--- src/rtl/fifo_sync_param.sv ---
// fifo_sync_param: single-clock synchronous FIFO with configurable width and
// depth. It provides an occupancy count, almost-full and almost-empty
// thresholds, overflow and underflow pulses, and a synchronous flush.
// Optional build macro FIFO_FWFT_EN selects first-word-fall-through reads.
// Without FIFO_FWFT_EN, reads are registered with one cycle of latency.
`timescale 1ns/1ps

module fifo_sync_param #(
  parameter int unsigned DATA_WIDTH = 8,
  parameter int unsigned FIFO_DEPTH = 16,
  parameter int unsigned AF_THRESH  = FIFO_DEPTH - 2,
  parameter int unsigned AE_THRESH  = 2,
  localparam int unsigned ADDR_W    = $clog2(FIFO_DEPTH)
) (
  input  logic                  clk,
  input  logic                  reset_n,
  input  logic                  clr,
  input  logic                  wr_en,
  input  logic [DATA_WIDTH-1:0] data_in,
  input  logic                  rd_en,
  output logic [DATA_WIDTH-1:0] data_out,
  output logic                  rd_valid,
  output logic                  full,
  output logic                  empty,
  output logic                  almost_full,
  output logic                  almost_empty,
  output logic [ADDR_W:0]       count,
  output logic                  overflow,
  output logic                  underflow
);

  localparam int unsigned CNT_W = ADDR_W + 1;
  localparam logic [CNT_W-1:0]  DEPTH_C = CNT_W'(FIFO_DEPTH);
  localparam logic [CNT_W-1:0]  AF_C    = CNT_W'(AF_THRESH);
  localparam logic [CNT_W-1:0]  AE_C    = CNT_W'(AE_THRESH);
  localparam logic [CNT_W-1:0]  CNT_ONE = CNT_W'(1);
  localparam logic [ADDR_W-1:0] PTR_ONE = ADDR_W'(1);

  // Storage array; contents are deliberately left unreset.
  logic [DATA_WIDTH-1:0] mem [FIFO_DEPTH];

  logic [ADDR_W-1:0] wr_ptr, wr_ptr_d;
  logic [ADDR_W-1:0] rd_ptr, rd_ptr_d;
  logic [CNT_W-1:0]  cnt_q, cnt_d;
  logic              wr_acc, rd_acc;
  logic              mem_we;

  // Flags are decoded straight from the registered count so they are never stale.
  assign full         = (cnt_q == DEPTH_C);
  assign empty        = (cnt_q == '0);
  assign almost_full  = (cnt_q >= AF_C);
  assign almost_empty = (cnt_q <= AE_C);
  assign count        = cnt_q;

  // Acceptance is judged on pre-edge occupancy; a flush suppresses both sides.
  assign wr_acc = wr_en && !full  && !clr;
  assign rd_acc = rd_en && !empty && !clr;
  assign mem_we = wr_acc;

  // Next pointer and occupancy values.
  always_comb begin
    wr_ptr_d = wr_ptr;
    rd_ptr_d = rd_ptr;
    cnt_d    = cnt_q;
    if (clr) begin
      wr_ptr_d = '0;
      rd_ptr_d = '0;
      cnt_d    = '0;
    end else begin
      if (wr_acc) wr_ptr_d = wr_ptr + PTR_ONE;
      if (rd_acc) rd_ptr_d = rd_ptr + PTR_ONE;
      case ({wr_acc, rd_acc})
        2'b10:   cnt_d = cnt_q + CNT_ONE;
        2'b01:   cnt_d = cnt_q - CNT_ONE;
        default: cnt_d = cnt_q;
      endcase
    end
  end

  // Pointer and occupancy registers.
  always_ff @(posedge clk or negedge reset_n) begin
    if (!reset_n) begin
      wr_ptr <= '0;
      rd_ptr <= '0;
      cnt_q  <= '0;
    end else begin
      wr_ptr <= wr_ptr_d;
      rd_ptr <= rd_ptr_d;
      cnt_q  <= cnt_d;
    end
  end

  // Storage write port.
  always_ff @(posedge clk) begin
    if (mem_we) mem[wr_ptr] <= data_in;
  end

  // One-cycle error pulses for rejected requests; a flush masks them.
  always_ff @(posedge clk or negedge reset_n) begin
    if (!reset_n) begin
      overflow  <= 1'b0;
      underflow <= 1'b0;
    end else begin
      overflow  <= wr_en && full  && !clr;
      underflow <= rd_en && empty && !clr;
    end
  end

`ifdef FIFO_FWFT_EN
  // The head word is presented combinationally while the FIFO holds data.
  assign data_out = mem[rd_ptr];
  assign rd_valid = !empty;
`else
  // Registered read: each popped word is captured and rd_valid pulses for one cycle.
  always_ff @(posedge clk or negedge reset_n) begin
    if (!reset_n) begin
      data_out <= '0;
      rd_valid <= 1'b0;
    end else if (clr) begin
      rd_valid <= 1'b0;
    end else begin
      rd_valid <= rd_acc;
      if (rd_acc) data_out <= mem[rd_ptr];
    end
  end
`endif

endmodule

--- config.mk ---
export PLATFORM = sky130hd
export DESIGN_NAME = fifo_sync_param
export DESIGN_NICKNAME = d
export VERILOG_FILES = /design/src/rtl/fifo_sync_param.sv
export SDC_FILE = /design/constraint.sdc
export NUM_CORES = 1
export LEC_CHECK = 0
export CELL_PAD_IN_SITES_DETAIL_PLACEMENT = 1
export CELL_PAD_IN_SITES_GLOBAL_PLACEMENT = 2
export CORE_ASPECT_RATIO = 1.25
export CORE_MARGIN = 5
export CORE_UTILIZATION = 45
export DETAILED_ROUTE_END_ITERATION = 12
export PLACE_DENSITY = 0.85
export SYNTH_ARGS = -nofsm -noshare
export SYNTH_HDL_FRONTEND = slang
export SYNTH_SLANG_ARGS = --single-unit
--- constraint.sdc ---
create_clock -name clk -period 3.3 [get_ports clk]
set_clock_uncertainty 0.15 [all_clocks]
set_input_delay 0.825 -clock clk [delete_from_list [all_inputs] [get_ports clk]]
set_output_delay 0.825 -clock clk [all_outputs]
set_load 0.02 [all_outputs]
==> run summary, run 1 <==
The floorplan step defined a die boundary enclosing 16,600 µm². Setup repair after global routing left no endpoint under its margin. The sum of net half-perimeters after detailed placement is 9.47 mm, and the area share of the largest cell type after synthesis is 0.607. The number of max-cap violations came out at 0. The worst register-to-register path ends at count[4]. The worst setup path is launched from a flop. The share of final-layout standard cells stronger than drive strength 1 works out to 0.251. For the depth of the CTS H-tree, the log shows 4. The total nets after synthesis was 384.

The cell count after synthesis came out at 364. The final antenna-violating net count came out at 0. The cell at the root of the clock tree was clkbuf_16. The area fraction in compound gates after synthesis came out at 0.0358.

The floorplan step set the die width to 116 µm. After detailed routing, the number of remaining DRC violations is 0. The post-cts resize count came out at 0. The most area-hungry cell type in the Yosys netlist was edfxtp_1.

The final number of max-transition violations was 0. By area the synthesized netlist is led by edfxtp_1 (61%), mux4_2 (12%), dfrtp_1 (9.5%), mux2i_1 (1.9%), nor2_1 (1.8%). The synthesized area per cell was 17.4 µm².

The iteration count of the initial detailed-routing pass is 5. In this run, synthesis inferred 128 flip-flops with an integrated enable. Counting instances in the post-synthesis netlist gives the leading cell types as edfxtp_1 (128), mux4_2 (33), nor2_1 (31). The worst register-to-register path begins at count[1].

At the worst endpoint, the required time is 2.32 ns. The commonest register cell after synthesis is edfxtp_1. Dominant combinational cell family by area after synthesis: multiplexers. The floorplan has 48 rows.

The class of the tightest hold or removal check is flop to flop. The detailed router finished its first iteration with 235 violations. Global routing finished with a remaining overflow of 0. The number of antenna diodes in the final layout is 0. Data arrives at the worst endpoint at 2.23 ns. The fraction of the cycle the final worst path needs is 0.971, and the count of cells along the worst hold path is 2. The number of buffers added on ports works out to 32. Across all register-to-register paths, the minimum setup slack is 0.48 ns. For this design the static power due to leakage is 2.60 nW.

The critical path class is flop to output port. For the worst-skew pair, the clock arrives at the later sink with an insertion delay of 0.42 ns. In this run the power density over the cells is 736 nW/µm².

The fraction of synthesized cell area in xor and xnor cells is 0.0124, and the post-synthesis share of cell area spent on full adders, half adders and majority gates is 0.0138. The worst setup path is captured at an output port. For this run, the number of Yosys warnings is 0. The hold path endpoint is data_out[6].

Synthesis inferred 152 register bits. The layout net count is 442, and the total I/O pin count is 33. The clock sink total came out at 152. Dominant cell by count in the synthesized netlist: edfxtp_1.

Setup violations remaining at the end of the flow were counted as 0. After detailed routing, the number of vias per cell comes to 5.56. Launch instance of the worst min-delay path: data_out[6]. TritonCTS built the clock tree. For the number of cells in the finished layout apart from fillers, the log shows 610.

The maximum clock insertion buffer count is 2. After detailed routing, the total wire length is 13.8 mm. Based on the critical path, the design can be clocked at up to 0.312 GHz. The logs give 0.544 for the worst slew slack as a fraction of its limit and 0.459 for the effective utilization at floorplan. The area fraction in and, or, nand and nor cells after synthesis is 0.0569. Relative to the synthesized area, the layout overhead comes to 19.4%.

The die is 143 µm tall. The average wire per standard cell works out to 22.6 µm. Entering global routing, the biggest net connects 25 pins. The post-synthesis mux area share works out to 0.156. At the end of routability-driven placement, the weighted congestion stood at 0.758.

For the setup fix buffers added after clock tree synthesis, the log shows 0. Mapped cell area: 6330 µm². In this run the standard cell core region covers 13,800 µm². The number of antenna violations at the first check in global routing came out at 0.

The slew at the pin closest to its max-slew limit came out at 0.681 ns. The via total after detailed routing was 3,390; the cell count of the worst reg-to-reg path was 7. Counting the buffers created by CTS gives 17.

The via count of the first global-routing pass was 3,722. The final count of hold timing violations is 0, and the unique cell type count in the Yosys netlist is 46. The share of the yosys chip area belonging to registers is 0.702, and the fraction of registers with async set/reset is 0.158. Maximum vdd ir drop: 0.000361 V.

The smallest clock period supported by the final layout is computed as 3.21 ns. The post-route worst hold slack is 0.336 ns. The number of buffers added to fix hold violations after cts was 0; the clock edge transition at the registers on the reported setup and hold paths was 0.06 ns.

Along the worst path, the maximum fanout reaches 9. The run gives 0.180 as the global-route usage over all layers. The run gives 578 as the cell count after placement. The first global-routing pass estimated 21.7 mm of wire.

The accumulated negative setup slack came out at 0 ns. The run finished with clean final reports.
==> area by class of cell <==
type / count / area [µm²]
fillers: 1279 / 6250
inverters: 5 / 18.8
flip-flops and latches: 152 / 4450
clock buffers: 19 / 433
well taps: 175 / 219
clock inverters: 13 / 134
repair buffers: 63 / 566
multi-input cells: 183 / 1740
==> layer usage <==
layer	vias up	wire (µm)	GRT usage
met5	-	0	0
met4	0	148	0.0476
met3	9	438	0.0483
met2	70	7430	0.313
met1	1781	5760	0.224
li1	1530	-	-
==> worst max path at each step <==
stage | from | to | cells after the start
after floorplan | count[0] | count[4] | 11
after global placement | rd_en | count[4] | 8
after detailed placement | rd_en | count[4] | 8
after CTS | count[1] | full | 3
after global routing | count[1] | full | 3
final | count[1] | full | 3
==> worst max-delay path, cell delays in order, from the launching register on <==
cell,delay [ns]
dfrtp_1,0.38
or4_4,0.63
nor2_1,0.17
clkdlybuf4s50_1,0.62
==> cell usage in the layout, fill, tap and decap left out, drive strengths merged, types with 2 or more instances in the layout <==
cell / netlist / final
a21oi: 10 / 10
nand3: 3 / 3
a31oi: 2 / 2
mux2: 9 / 9
buf: 15 / 31
edfxtp: 128 / 128
nor2b: 3 / 3
xnor2: 4 / 4
xor2: 5 / 5
clkbuf: 9 / 19
dfrtp: 24 / 24
mux2i: 13 / 13
o21ai: 13 / 13
nand2: 19 / 19
or3: 2 / 2
nor3: 6 / 6
clkdlybuf4s50: 0 / 32
ha: 7 / 7
nand2b: 6 / 6
inv: 5 / 13
nor2: 31 / 31
mux4: 33 / 33
clkinvlp: 0 / 3
==> where the power goes <==
part / switching [mW] / internal [mW] / leakage [nW]
registers: 0.116 / 2.20 / 1.47
logic: 0.709 / 0.690 / 0.867
clock network: 0.791 / 1.06 / 0.268
total: 1.62 / 3.95 / 2.60
==> through the flow <==
step	setup WS (ns)	power [mW]	area, µm²	util
after detailed placement	0.0675	3.77	6990	0.506
final	0.0945	5.56	7560	0.547
after CTS	0.0821	5.63	7560	0.547
after floorplan	0.373	3.27	6330	-
after global routing	0.0454	5.85	7560	0.547
after global placement	0.213	3.73	6990	0.506
==> state kept, by name, indices dropped and copies added, names as in the netlist <==
name       count
mem          128
underflow      1
overflow       1
wr_ptr         4
rd_ptr         4
count          5
data_out       8
rd_valid       1
==> cells by family after synthesis <==
| logic type | after synthesis |
|---|---|
| AOI/OAI and AO/OA | 36 |
| xor gates and xnor gates | 9 |
| adders and majority gates | 7 |
| buffers and inverters | 29 |
| DFF | 152 |
| muxes | 55 |
| and+or+nand+nor | 76 |
(Power assumes the default switching activity.)
==> run 2: changes to the inputs <==
--- a/config.mk
+++ b/config.mk
@@ -5,11 +5,12 @@
 export SDC_FILE = /design/constraint.sdc
 export NUM_CORES = 1
 export LEC_CHECK = 0
+export ABC_AREA = 1
 export CELL_PAD_IN_SITES_DETAIL_PLACEMENT = 1
 export CELL_PAD_IN_SITES_GLOBAL_PLACEMENT = 2
 export CORE_ASPECT_RATIO = 1.25
 export CORE_MARGIN = 5
-export CORE_UTILIZATION = 45
+export CORE_UTILIZATION = 42
 export DETAILED_ROUTE_END_ITERATION = 12
 export PLACE_DENSITY = 0.85
 export SYNTH_ARGS = -nofsm -noshare
==> run 2 against run 1 <==
Area after synthesis grew 0.41%; critical path depth shrank 1; power grew 7.7%; setup slack gained 0.17 ns; cell count grew 23%; count of clock-buffer cells in the layout grew 2; sequential power is essentially flat; sequential cell count is the same; combinational power grew 20%; synthesized cell count grew 39%; sequential share of layout area is the same; critical endpoint is now almost_empty.
==> run summary, run 2 <==
The run finished with clean final reports. Final count of hold timing violations: 0 (unchanged). The cell count after placement is 716 (+24%), and the post-route worst hold slack is 0.427 ns (+0.0904 ns). For the total die area, the log shows 17,700 µm² (+7.0%). The cell sitting at the root of the clock tree is a clkbuf_16. The logs give 748 (+23%) for the number of cells in the finished layout apart from fillers and 6.57 mm (+14%) for the met1 routed wirelength after detailed routing. The total power density per cell area was 793 nW/µm² (+7.7%); the via total after detailed routing was 4,214 (+24%).

The wire length on met2 is 8.91 mm (+20%), and the total I/O pin count is 33 (unchanged). The tools report the number of buffers added by the clock tree synthesis step as 17 (unchanged). The number of rows in the core area was 50 (+4.2%); the unique cell type count in the Yosys netlist was 35 (-24%). The logs give 4 (unchanged) for the depth of the CTS H-tree and 10.6 mm (+12%) for the sum of net half-perimeters after detailed placement. In this run the critical register-to-register path is captured at count[4]. The logs give 0.330 GHz (+5.8%) for the fmax and 0.489 (-0.0554) for the worst slew slack as a fraction of its limit. The maximum cell stage delay along the critical path came out at 0.69 ns (+0.06 ns).

The pin count of the biggest net entering global routing was 67 (+170%); the final number of max-transition violations was 0 (unchanged). The fraction of the cycle the final worst path needs was 0.918 (-0.0529). For hold timing, the worst endpoint is data_out[2].

After synthesis, the cell types taking the most area are edfxtp_1 (60%), dfrtp_1 (9.4%), o21ai_0 (5.6%), nor2_1 (5.4%), o221ai_1 (3.3%). Critical path startpoint category: a flop. Total nets after synthesis: 525 (+37%). The post-detailed-route DRC marker count is 0 (unchanged), and the die width is 120 µm (+3.4%). The endpoint arrival time on the critical path is 2.06 ns (-0.17 ns). Average wire per standard cell: 22.1 µm (-2.2%). The required time reported for the critical path endpoint came out at 2.32 ns (about the same).

The highest layer touched by signal routing is met4. The flip-flop count of the largest register, all copies and words added came out at 128 (unchanged). The height of the die was 148 µm (+3.5%).

The fraction of registers with async set/reset was 0.158 (unchanged); the core area was 15,000 µm² (+8.2%). The mapped cell area was 6360 µm² (+0.41%); the area share of the largest cell type after synthesis was 0.604 (-0.00251). The accumulated negative setup slack came out at 0 ns (unchanged). Setup repair after global routing left no endpoint under its margin.

The count of cells along the worst hold path is 2 (unchanged). For this run, the leading register cell type out of synthesis is edfxtp_1. Number of filler cells placed in the layout: 1,520 (+19%).

The cell count of the worst reg-to-reg path is 14 (+7), and the met3 wire length is 788 µm (+80%). The global-route usage over all layers came out at 0.197 (+0.0163). The setup fix buffers added after clock tree synthesis came out at 0 (unchanged). The share of the yosys chip area belonging to registers is 0.699 (-0.00290). The launching element of the worst setup path was count[1]. The via count of the first global-routing pass is 4,677 (+26%). The setup slack of the worst register-to-register path was 1.01 ns (+0.53 ns); the effective utilization at floorplan was 0.425 (-0.0332).

The commonest non-fill, non-tap cell in the layout is edfxtp_1. The register with the most flip-flops in the final layout is mem. The global-route wire length before repair is 26.1 mm (+20%), and the total of endpoints with negative setup slack in the final report is 0 (unchanged). The run gives 0.780 (+2.9%) as the final weighted congestion in routability-driven placement.

Insertion delay to the later sink of the worst-skew pair: 0.42 ns (about the same). The run gives 505 (+39%) as the synthesized instance count. For the number of inserted diodes, the log shows 0 (unchanged).

For the total wire length, the log shows 16.5 mm (+20%). The number of vias per cell after detailed routing works out to 5.63 (+1.4%). The worst setup path is of the flop to output port kind.

The final critical path time including I/O delays and setup works out to 3.03 ns (-0.175 ns). The tools report the number of antenna violations at the first check in global routing as 0 (unchanged). The highest net fanout along the worst path works out to 7 (-2). TritonCTS built the clock tree. The number of synthesized flops with an enable pin was 128 (unchanged). For the post-cts resize count, the log shows 0 (unchanged). For the global-route congestion overflow total, the log shows 0 (unchanged).

The tightest min-delay check is of the flop to flop type. The library cells used most frequently in the layout, excluding fill and tap cells, are edfxtp_1 (128), nor2_1 (92), o21ai_0 (71), clkdlybuf4s50_1 (32), nand2_1 (30). The synthesized area per cell was 12.6 µm² (-28%). The critical path endpoint category was an output port. The count of state elements after synthesis is 152 (unchanged).

Yosys instantiated no cell more often than edfxtp_1. The biggest area contributor in the post-synthesis netlist is edfxtp_1. The worst hold path begins at data_out[2]. Layout net count: 573 (+30%). The clock sink total was 152 (unchanged). For the number of max-cap violations, the log shows 0 (unchanged). The logs give 0.000446 V (+24%) for the maximum vdd ir drop and 378 (+61%) for the number of violations reported at the end of detailed-routing iteration 0. The clock edge transition at the registers on the reported setup and hold paths works out to 0.06 ns (about the same). The Yosys warning count is 0 (unchanged).

Reg-to-reg startpoint: count[1]. The logs give 0 (unchanged) for the final antenna-violating net count and 2 (unchanged) for the maximum clock insertion buffer count. The slew at the pin closest to its max-slew limit was 0.764 ns (+0.0828 ns). Ranked by instance count, the synthesized netlist is headed by edfxtp_1 (128), nor2_1 (92), o21ai_0 (71).

The tools report the static leakage as 2.63 nW (+0.88%). The iteration count of the initial detailed-routing pass came out at 4 (-1). The number of buffers added on ports works out to 32 (unchanged).

The signal on the critical path passes through a2111oi_0 > clkdlybuf4s50_1. The number of buffers added to fix hold violations after cts is 0 (unchanged). The share of final-layout standard cells stronger than drive strength 1 was 0.138 (-0.113). The area growth from synthesis to layout is 18.9%. On the critical path, the stage with the largest delay is an instance of clkdlybuf4s50_1.
[run 2: worst max path at each step]
stage / end / cells after the start
finish: almost_empty / 2
global route: almost_empty / 2
CTS: almost_empty / 2
detailed placement: count[4] / 13
global placement: count[4] / 16
floorplan: almost_empty / 1
[run 2: power by group]
part | switching [mW] | internal, mW | leakage, nW
sequential | 0.124 | 2.20 | 1.46
clock | 0.756 | 1.23 | 0.274
combinational | 1.09 | 0.589 | 0.897
total | 1.97 | 4.02 | 2.63
[run 2: cells by family after synthesis]
logic type,synth area share
compound gates,0.123
xor+xnor,0.00394
fa+ha+maj,0.0138
buf+inv,0.0395
flops,0.699
simple gates,0.121
[run 2: final cells by class]
cell class	count	area [µm²]	share of cell area
sequential	152	4450	0.588
multi-input combinational	300	1660	0.220
timing repair buffer	55	505	0.0669
clock buffer	21	460	0.0609
tap	182	228	0.0301
clock inverter	11	148	0.0195
inverter	27	109	0.0144
[run 2: worst max-delay path, delay by kind of cell, from the launching register on]
kind                   cells  cell delay, ns
flip-flops                 1            0.50
AO/OA/AOI/OAI              1            0.45
buffers and inverters      1            0.69
[run 2: metrics by stage]
stage	util	worst slack, ns	cell area (µm²)	total power, mW
floorplan	-	0.636	6360	3.45
CTS	0.506	0.206	7560	6.05
detailed placement	0.465	0.252	6950	4.05
global route	0.506	0.0770	7560	6.30
finish	0.506	0.269	7560	5.99
global placement	0.465	0.354	6950	3.98
[run 2: metal layers]
metal  vias up  global-route usage
met2       116               0.355
met1      2127               0.233
met3        21              0.0402
met5         -                   0
li1       1950                   -
met4         0              0.0653
